File: config.mk
export PLATFORM = sky130hd
export DESIGN_NAME = lsu_mem_stage
export DESIGN_NICKNAME = d
export VERILOG_FILES = /design/src/rtl/lsu_mem_stage.sv
export SDC_FILE = /design/constraint.sdc
export NUM_CORES = 1
export LEC_CHECK = 0
export BUFFER_PORTS_ARGS = -buffer_cell sky130_fd_sc_hd__clkbuf_2
export CAP_MARGIN = 10
export CORE_ASPECT_RATIO = 0.6
export CORE_MARGIN = 2
export CORE_UTILIZATION = 45
export DETAILED_ROUTE_END_ITERATION = 10
export GPL_TIMING_DRIVEN = 0
export HOLD_SLACK_MARGIN = 0.05
export PLACE_DENSITY = 0.76
export SLEW_MARGIN = 20
export SYNTH_ARGS = -nofsm -noshare
export SYNTH_HDL_FRONTEND = slang
export SYNTH_SLANG_ARGS = --single-unit
File: constraint.sdc
create_clock -name clk_i -period 2.4 [get_ports clk_i]
set_input_delay 0.24 -clock clk_i [delete_from_list [all_inputs] [get_ports clk_i]]
set_output_delay 0.24 -clock clk_i [all_outputs]
set_load 0.02 [all_outputs]
File: src/rtl/lsu_mem_stage.sv
// Memory-stage load/store unit: runs one req/gnt/rvalid data-memory transaction per
// EX/MEM request, formats load data and holds the pipeline while the access is in flight.
module lsu_mem_stage #(
    parameter int ADDR_W = 32
) (
    input  logic              clk_i,
    input  logic              rst_ni,
    input  logic              req_valid_i,
    input  logic              req_we_i,
    input  logic [2:0]        req_funct3_i,
    input  logic [ADDR_W-1:0] req_addr_i,
    input  logic [31:0]       req_wdata_i,
    output logic              busy_o,
    output logic              mem_req_o,
    output logic              mem_we_o,
    output logic [3:0]        mem_be_o,
    output logic [ADDR_W-1:0] mem_addr_o,
    output logic [31:0]       mem_wdata_o,
    input  logic              mem_gnt_i,
    input  logic              mem_rvalid_i,
    input  logic [31:0]       mem_rdata_i,
    output logic [31:0]       load_data_o,
    output logic              load_valid_o,
    output logic              fault_o
);

    typedef enum logic [1:0] {
        S_IDLE = 2'd0,
        S_REQ  = 2'd1,
        S_WAIT = 2'd2,
        S_DONE = 2'd3
    } state_t;

    function automatic logic f_fault(input logic we, input logic [2:0] f3, input logic [1:0] off);
        logic illegal;
        logic misal;
        if (we) illegal = (f3 > 3'd2);
        else    illegal = (f3 == 3'd3) || (f3 == 3'd6) || (f3 == 3'd7);
        case (f3[1:0])
            2'b01:   misal = off[0];
            2'b10:   misal = (off != 2'b00);
            default: misal = 1'b0;
        endcase
        return illegal | misal;
    endfunction

    function automatic logic [3:0] f_be(input logic [2:0] f3, input logic [1:0] off);
        case (f3[1:0])
            2'b00:   return 4'b0001 << off;
            2'b01:   return off[1] ? 4'b1100 : 4'b0011;
            2'b10:   return 4'b1111;
            default: return 4'b0000;
        endcase
    endfunction

    function automatic logic [31:0] f_wdata(input logic [2:0] f3, input logic [31:0] wd);
        case (f3[1:0])
            2'b00:   return {4{wd[7:0]}};
            2'b01:   return {2{wd[15:0]}};
            default: return wd;
        endcase
    endfunction

    function automatic logic [31:0] f_load(input logic [2:0] f3, input logic [1:0] off,
                                           input logic [31:0] rd);
        logic [7:0]  b;
        logic [15:0] h;
        b = rd[{off, 3'b000} +: 8];
        h = off[1] ? rd[31:16] : rd[15:0];
        case (f3)
            3'b000:  return {{24{b[7]}}, b};
            3'b001:  return {{16{h[15]}}, h};
            3'b010:  return rd;
            3'b100:  return {24'd0, b};
            3'b101:  return {16'd0, h};
            default: return 32'd0;
        endcase
    endfunction

    state_t             r_state;
    state_t             w_next;
    logic               w_fault;
    logic               w_accept;
    logic               r_mem_req;
    logic               r_we;
    logic [2:0]         r_funct3;
    logic [1:0]         r_off;
    logic [ADDR_W-3:0]  r_addr;
    logic [3:0]         r_be;
    logic [31:0]        r_wdata;
    logic [31:0]        r_load_data;
    logic               r_load_valid;
    logic               r_fault;

    assign w_fault  = f_fault(req_we_i, req_funct3_i, req_addr_i[1:0]);
    assign w_accept = (r_state == S_IDLE) && req_valid_i && !w_fault;

    // Stall while a legal request is being taken or the bus access is pending; never in reset.
    assign busy_o = rst_ni & (w_accept | (r_state == S_REQ) | (r_state == S_WAIT));

    // Next-state logic for the bus handshake.
    always_comb begin
        w_next = r_state;
        case (r_state)
            S_IDLE:  if (w_accept)     w_next = S_REQ;  else w_next = S_IDLE;
            S_REQ:   if (mem_gnt_i)    w_next = S_WAIT; else w_next = S_REQ;
            S_WAIT:  if (mem_rvalid_i) w_next = S_DONE; else w_next = S_WAIT;
            S_DONE:  w_next = S_IDLE;
            default: w_next = S_IDLE;
        endcase
    end

    // State, handshake pulses and latched request fields.
    always_ff @(posedge clk_i or negedge rst_ni) begin
        if (!rst_ni) begin
            r_state      <= S_IDLE;
            r_mem_req    <= 1'b0;
            r_fault      <= 1'b0;
            r_load_valid <= 1'b0;
            r_we         <= 1'b0;
            r_funct3     <= 3'd0;
            r_off        <= 2'd0;
            r_addr       <= '0;
            r_be         <= 4'd0;
            r_wdata      <= 32'd0;
            r_load_data  <= 32'd0;
        end else begin
            r_state      <= w_next;
            r_mem_req    <= (w_next == S_REQ);
            r_fault      <= (r_state == S_IDLE) && req_valid_i && w_fault;
            r_load_valid <= (r_state == S_WAIT) && mem_rvalid_i && !r_we;
            if (w_accept) begin
                r_we     <= req_we_i;
                r_funct3 <= req_funct3_i;
                r_off    <= req_addr_i[1:0];
                r_addr   <= req_addr_i[ADDR_W-1:2];
                r_be     <= f_be(req_funct3_i, req_addr_i[1:0]);
                r_wdata  <= f_wdata(req_funct3_i, req_wdata_i);
            end
            // Stores complete without touching the last load result.
            if ((r_state == S_WAIT) && mem_rvalid_i && !r_we) begin
                r_load_data <= f_load(r_funct3, r_off, mem_rdata_i);
            end
        end
    end

    assign mem_req_o    = r_mem_req;
    assign mem_we_o     = r_we;
    assign mem_be_o     = r_be;
    assign mem_addr_o   = {r_addr, 2'b00};
    assign mem_wdata_o  = r_wdata;
    assign load_data_o  = r_load_data;
    assign load_valid_o = r_load_valid;
    assign fault_o      = r_fault;

endmodule
# Word-level counts from Yosys, hierarchy flattened
# Cells that the tools add are included.
[totals]
input_bits = 105
output_inout_bits = 105
elab_cells = 55
register_bits = 109
[classes]
n_lt_le_gt_ge = 1
n_mux = 11
bitwise_logic = 4
n_eq_ne = 13
reduce_logical = 13
n_shift = 2
[ops]
columns = ["operator", "n"]
rows = [
  ["32-bit case mux with 5 select lines", 1],
  ["32-bit case mux with 2 select lines", 1],
  ["32-bit by 6-bit indexed part select with 8-bit output", 1],
  ["16-bit two-way mux", 1],
  ["3-bit equality test, second input constant", 4],
  ["4-bit case mux with 3 select lines", 1],
  ["2-bit case mux with 4 select lines", 1],
  ["2-bit by 1-bit equality test with 1-bit output, second input constant", 3],
  ["2-bit equality test, second input constant", 3],
  ["3-bit by 2-bit equality test with 1-bit output, second input constant", 2],
  ["1-bit logical AND", 5],
  ["2-bit logical NOT", 2],
  ["4-bit two-way mux", 1],
  ["1-bit by 2-bit << shifter with 4-bit output, first input constant", 1],
  ["3-bit by 1-bit equality test with 1-bit output, second input constant", 1],
  ["3-bit by 2-bit greater-than comparator with 1-bit output, second input constant", 1],
  ["3-bit logical NOT", 1],
  ["1-bit two-way mux", 3],
  ["1-bit bitwise OR", 3],
  ["1-bit logical NOT", 2],
  ["1-bit logical OR", 2],
  ["2-bit two-way mux", 1],
  ["1-bit case mux with 2 select lines", 1],
  ["2-bit nonzero test", 1],
  ["1-bit AND", 1],
]

# Logic depth before layout (Yosys ltp)
[logic_depth]
ltp_word = 10
depth_mapped = 8
depth_no_buf = 6

# Worst setup path before layout
# No wires, ideal clock.
[synth_timing]
path_kind = "in2out"
start = "in req_funct3_i[1]"
end = "out busy_o"
t_arrival_ps = 1741
path_buffers = 2
required_ps = 2160
path_slack_ps = 419
path_stages = 8
cell_sequence = "inv_1 ha_1 nand2_1 a21bo_2 and3b_1 buf_2 buf_2 o31a_1"
[synth_between]
elab_chain_len = 10
elab_cells_between_ends = 16
cone_classes = "1 x order compare; 5 x eq/ne; 2 x mux; 4 x bitwise; 4 x reduce/logical"
[synth_rtl]
columns = ["element", "line_no", "text"]
rows = [
  ["start: declaration", "10", "input logic [2:0] req_funct3_i,"],
  ["parallel branches: the longest is 4 deep, another holds 3-bit by 2-bit greater-than comparator with 1-bit output", "--", ""],
  ["1-bit bitwise OR (*)", "44", "return illegal | misal;"],
  ["1-bit logical NOT (*)", "96", "assign w_accept = (r_state == S_IDLE) && req_valid_i && !w_fault;"],
  ["1-bit logical AND (*)", "96", ""],
  ["1-bit bitwise OR (*) (2 in a row)", "99", "assign busy_o = rst_ni & (w_accept | (r_state == S_REQ) | (r_state == S_WAIT));"],
  ["1-bit AND (*)", "99", ""],
  ["end: declaration", "13", "output logic busy_o,"],
]
# Mark *: on every way between the ends.

# Worst setup path in the final report
# Ends and elaborated chain as after synthesis.

==> run metrics <==
status=completed; Sw Share=0.398; max cap viols=0; Die H=between 80 and 90 microns; Worst setup EP type=output pin; register bit total from synthesis=about 110; fillers=871; Main synth FF type=dfrtp_1; post-route cell area=~0.0066 sq mm; pin count of the biggest net entering global routing=72; # clock sinks=roughly 110; worst skew pair latency=0.35 ns; WL/cell=about 18 microns; Post-Synth Simple-Gate Area=0.0848; sequential share of power=0.379; Worst Tran Pin Value=between 1 and 1.5 ns; Leak Pwr=about 0.0033 uW; ratio of cells with drive above 1 in the final layout=0.538; final-report setup violation count=0; CTS tree=built; max_slew headroom=0.275; post-route setup slack=roughly 0.16 ns; CTS Buf Count=9; vias in the first global route=between 4000 and 5000; worst slack, placed=-0.346 ns; yosys warns=0; Via density=5.37; Final Hold Fails=0; RSZ-0062 raised after global routing=false; net count reported at finish=~730; # port buffers=207; largest family of logic cells by synthesized area=multiplexers; startpoint types=input pin; Synth Instances=between 400 and 500; Ports=210; CORE AREA=between 0.01 and 0.015 sq mm; Setup CP Type=input pin to output pin; Cell Rows=29; number of buffers and inverters on the critical path=4; Synth async-reset ratio=1.00; most common cell after layout, fill and taps aside=clkbuf_2; Logic pwr share=0.443; DRC=0; # diodes=0; DRT Wirelength=13.8 mm; Finished Layout Cells=767; Worst path top cell family by delay=buffers and inverters; maximum clock insertion buffer count=2; P&R area growth vs syn=31.1%; fin crit period=roughly 2.2 ns; synthesized area=about 0.005 sq mm; critical path cell sequence=clkbuf_4 > inv_4 > ha_1 > nand2_1 > a21bo_2 > and3b_1 > buf_4 > o31a_1 > clkbuf_2; Adder-Cell Fraction of Synth Area=0.0125; Peak VDD IR=a little under 700 uV; die area=~0.012 sq mm; sequential share of the synthesized area=0.544; DP Area=0.00627 sq mm; max-slew violations=0; clock share of power=0.177; via count=between 4000 and 5000; 1st-iter DRT viols=209; Synth Area in Compound Gates=0.119; H-Tree Depth=3; net switching power=about 3400 uW; Syn Area/Cell=between 10 and 15 sq um; HP Class=input pin to register; mux cell area share after synthesis=0.206; die width=about 140 microns; most frequent cells in the layout=clkbuf_2 (205), dfrtp_1 (109), mux2_2 (81); Initial Util=0.469; Crit-path slowest cell=o31a_1; WP data required=between 2 and 2.5 ns; final hold slack=0.110 ns; placed cell count=approximately 750; post-synthesis xor/xnor area fraction=0; Routed Antenna Nets=0; Fmax=447 MHz; HPWL Detailed=about 11 mm; clock slew at reported path FFs=~0.070 ns; CTS Root Buffer Type=clkbuf_16; Worst Clk Skew=0.00566 ns; CP Max Fanout=19; Placer Congestion=0.861; initial antenna violation count=0; Yosys cell types=between 40 and 50; slowest stage delay, CP=~0.32 ns; Final Cycle Share=0.931; Initial DRT Pass Iterations=5; grt ovf=0; post-CTS setup buffers=0; first-pass GRT wire length=21.9 mm; Arrival @ worst endpoint=about 2 ns; pwr dens=about 1300 mW/mm^2; Tot GR Track Use=0.235; EDFF count, synth=0; Pint=slightly above 5000 uW
==> state kept, by name, summed over array words and instances, names as in the netlist <==
| name | count |
|---|---|
| load_valid_o | 1 |
| fault_o | 1 |
| mem_req_o | 1 |
| r_off | 2 |
| r_addr | 30 |
| r_funct3 | 3 |
| mem_wdata_o | 32 |
| mem_be_o | 4 |
| mem_we_o | 1 |
| r_state | 2 |
| load_data_o | 32 |
==> worst paths after layout <==
check | startpoint | endpoint | slack (ns) | cells past startpoint
max | req_funct3_i[1] | busy_o | 0.16 | 9
min | req_valid_i | fault_o$_DFF_PN0_ | 0.11 | 3
max reg2reg | mem_we_o$_DFFE_PN0P_ | load_data_o[10]$_DFFE_PN0P_ | 0.17 | 5
min reg2reg | load_data_o[7]$_DFFE_PN0P_ | load_data_o[7]$_DFFE_PN0P_ | 0.51 | 2
max in group asynchronous | rst_ni | r_addr[24]$_DFFE_PN0P_ | 1.35 | 3
min in group asynchronous | rst_ni | load_data_o[12]$_DFFE_PN0P_ | 0.38 | 2
==> power groups by stage <==
stage,clock [uW],sequential (uW),combinational (uW)
floorplan,0,4140,1480
global placement,0,3180,3700
detailed placement,0,3240,3780
CTS,1550,3220,3800
global route,1630,3330,4030
finish,1510,3220,3760
==> per-stage QoR <==
stage | setup TNS (ns) | util | total power (uW)
2_1_floorplan | 0 | - | 5620
3_3_place_gp | -47.74 | 0.582 | 6880
3_5_place_dp | -7.45 | 0.585 | 7020
4_1_cts | 0 | 0.615 | 8570
5_1_grt | 0 | 0.614 | 8990
6_report | 0 | 0.614 | 8490
==> Yosys cell counts, drive strengths merged (2+ instances only) <==
| cell | number | share of area |
|---|---|---|
| dfrtp | 109 | 0.54 |
| mux2 | 81 | 0.18 |
| nand2 | 51 | 0.038 |
| buf | 18 | 0.021 |
| a221o | 16 | 0.034 |
| nand3 | 16 | 0.016 |
| a22oi | 15 | 0.022 |
| mux2i | 10 | 0.020 |
| o21ai | 10 | 0.010 |
| a22o | 8 | 0.014 |
| clkbuf | 8 | 0.0060 |
| nor2 | 8 | 0.0060 |
| inv | 7 | 0.0052 |
| o211ai | 7 | 0.010 |
| nor2b | 6 | 0.0075 |
| a21oi | 5 | 0.0050 |
| ha | 5 | 0.012 |
| a21o | 2 | 0.0030 |
| a31oi | 2 | 0.0025 |
| nand2b | 2 | 0.0025 |
| or3b | 2 | 0.0035 |
==> cells by family (layout without fill, tap and decap cells) <==
family,after synthesis,after routing
AOI/OAI and AO/OA,73,73
adders and majority gates,5,5
buffers and inverters,33,257
DFF,109,109
muxes,92,92
other,1,2
and+or+nand+nor,90,90
==> layout make-up <==
class | count | area (sq um) | share of cell area
clock buffer | 10 | 229 | 0.0348
buffer | 25 | 134 | 0.0204
inverter | 7 | 28.8 | 0.00438
clock inverter | 6 | 70.1 | 0.0107
timing repair buffer | 209 | 1080 | 0.165
tap | 139 | 174 | 0.0264
sequential | 109 | 2730 | 0.415
multi-input combinational | 262 | 2130 | 0.324
==> worst register-to-register path, stage by stage (launching register included) <==
cell,delay [ns]
dfrtp_1,0.40
nand4bb_4,0.26
clkbuf_1,0.25
nor3_1,0.91
a22oi_1,0.18
nand3_1,0.15
==> routing by layer <==
layer  vias up  track usage  share of wire
li1       1907            -              -
met1      2018        0.337           0.46
met2       181        0.362           0.45
met3        15       0.0603          0.085
met4         0       0.0579          0.012
met5         -            0              0
==> repair_timing <==
item	4_1_cts	5_1_grt
hold buffers	1	0
hold endpoints to repair	38	0
resized for setup	5	1
pin swaps	0	0
setup endpoints to repair	1	1
Power figures use the tool's default switching activity.
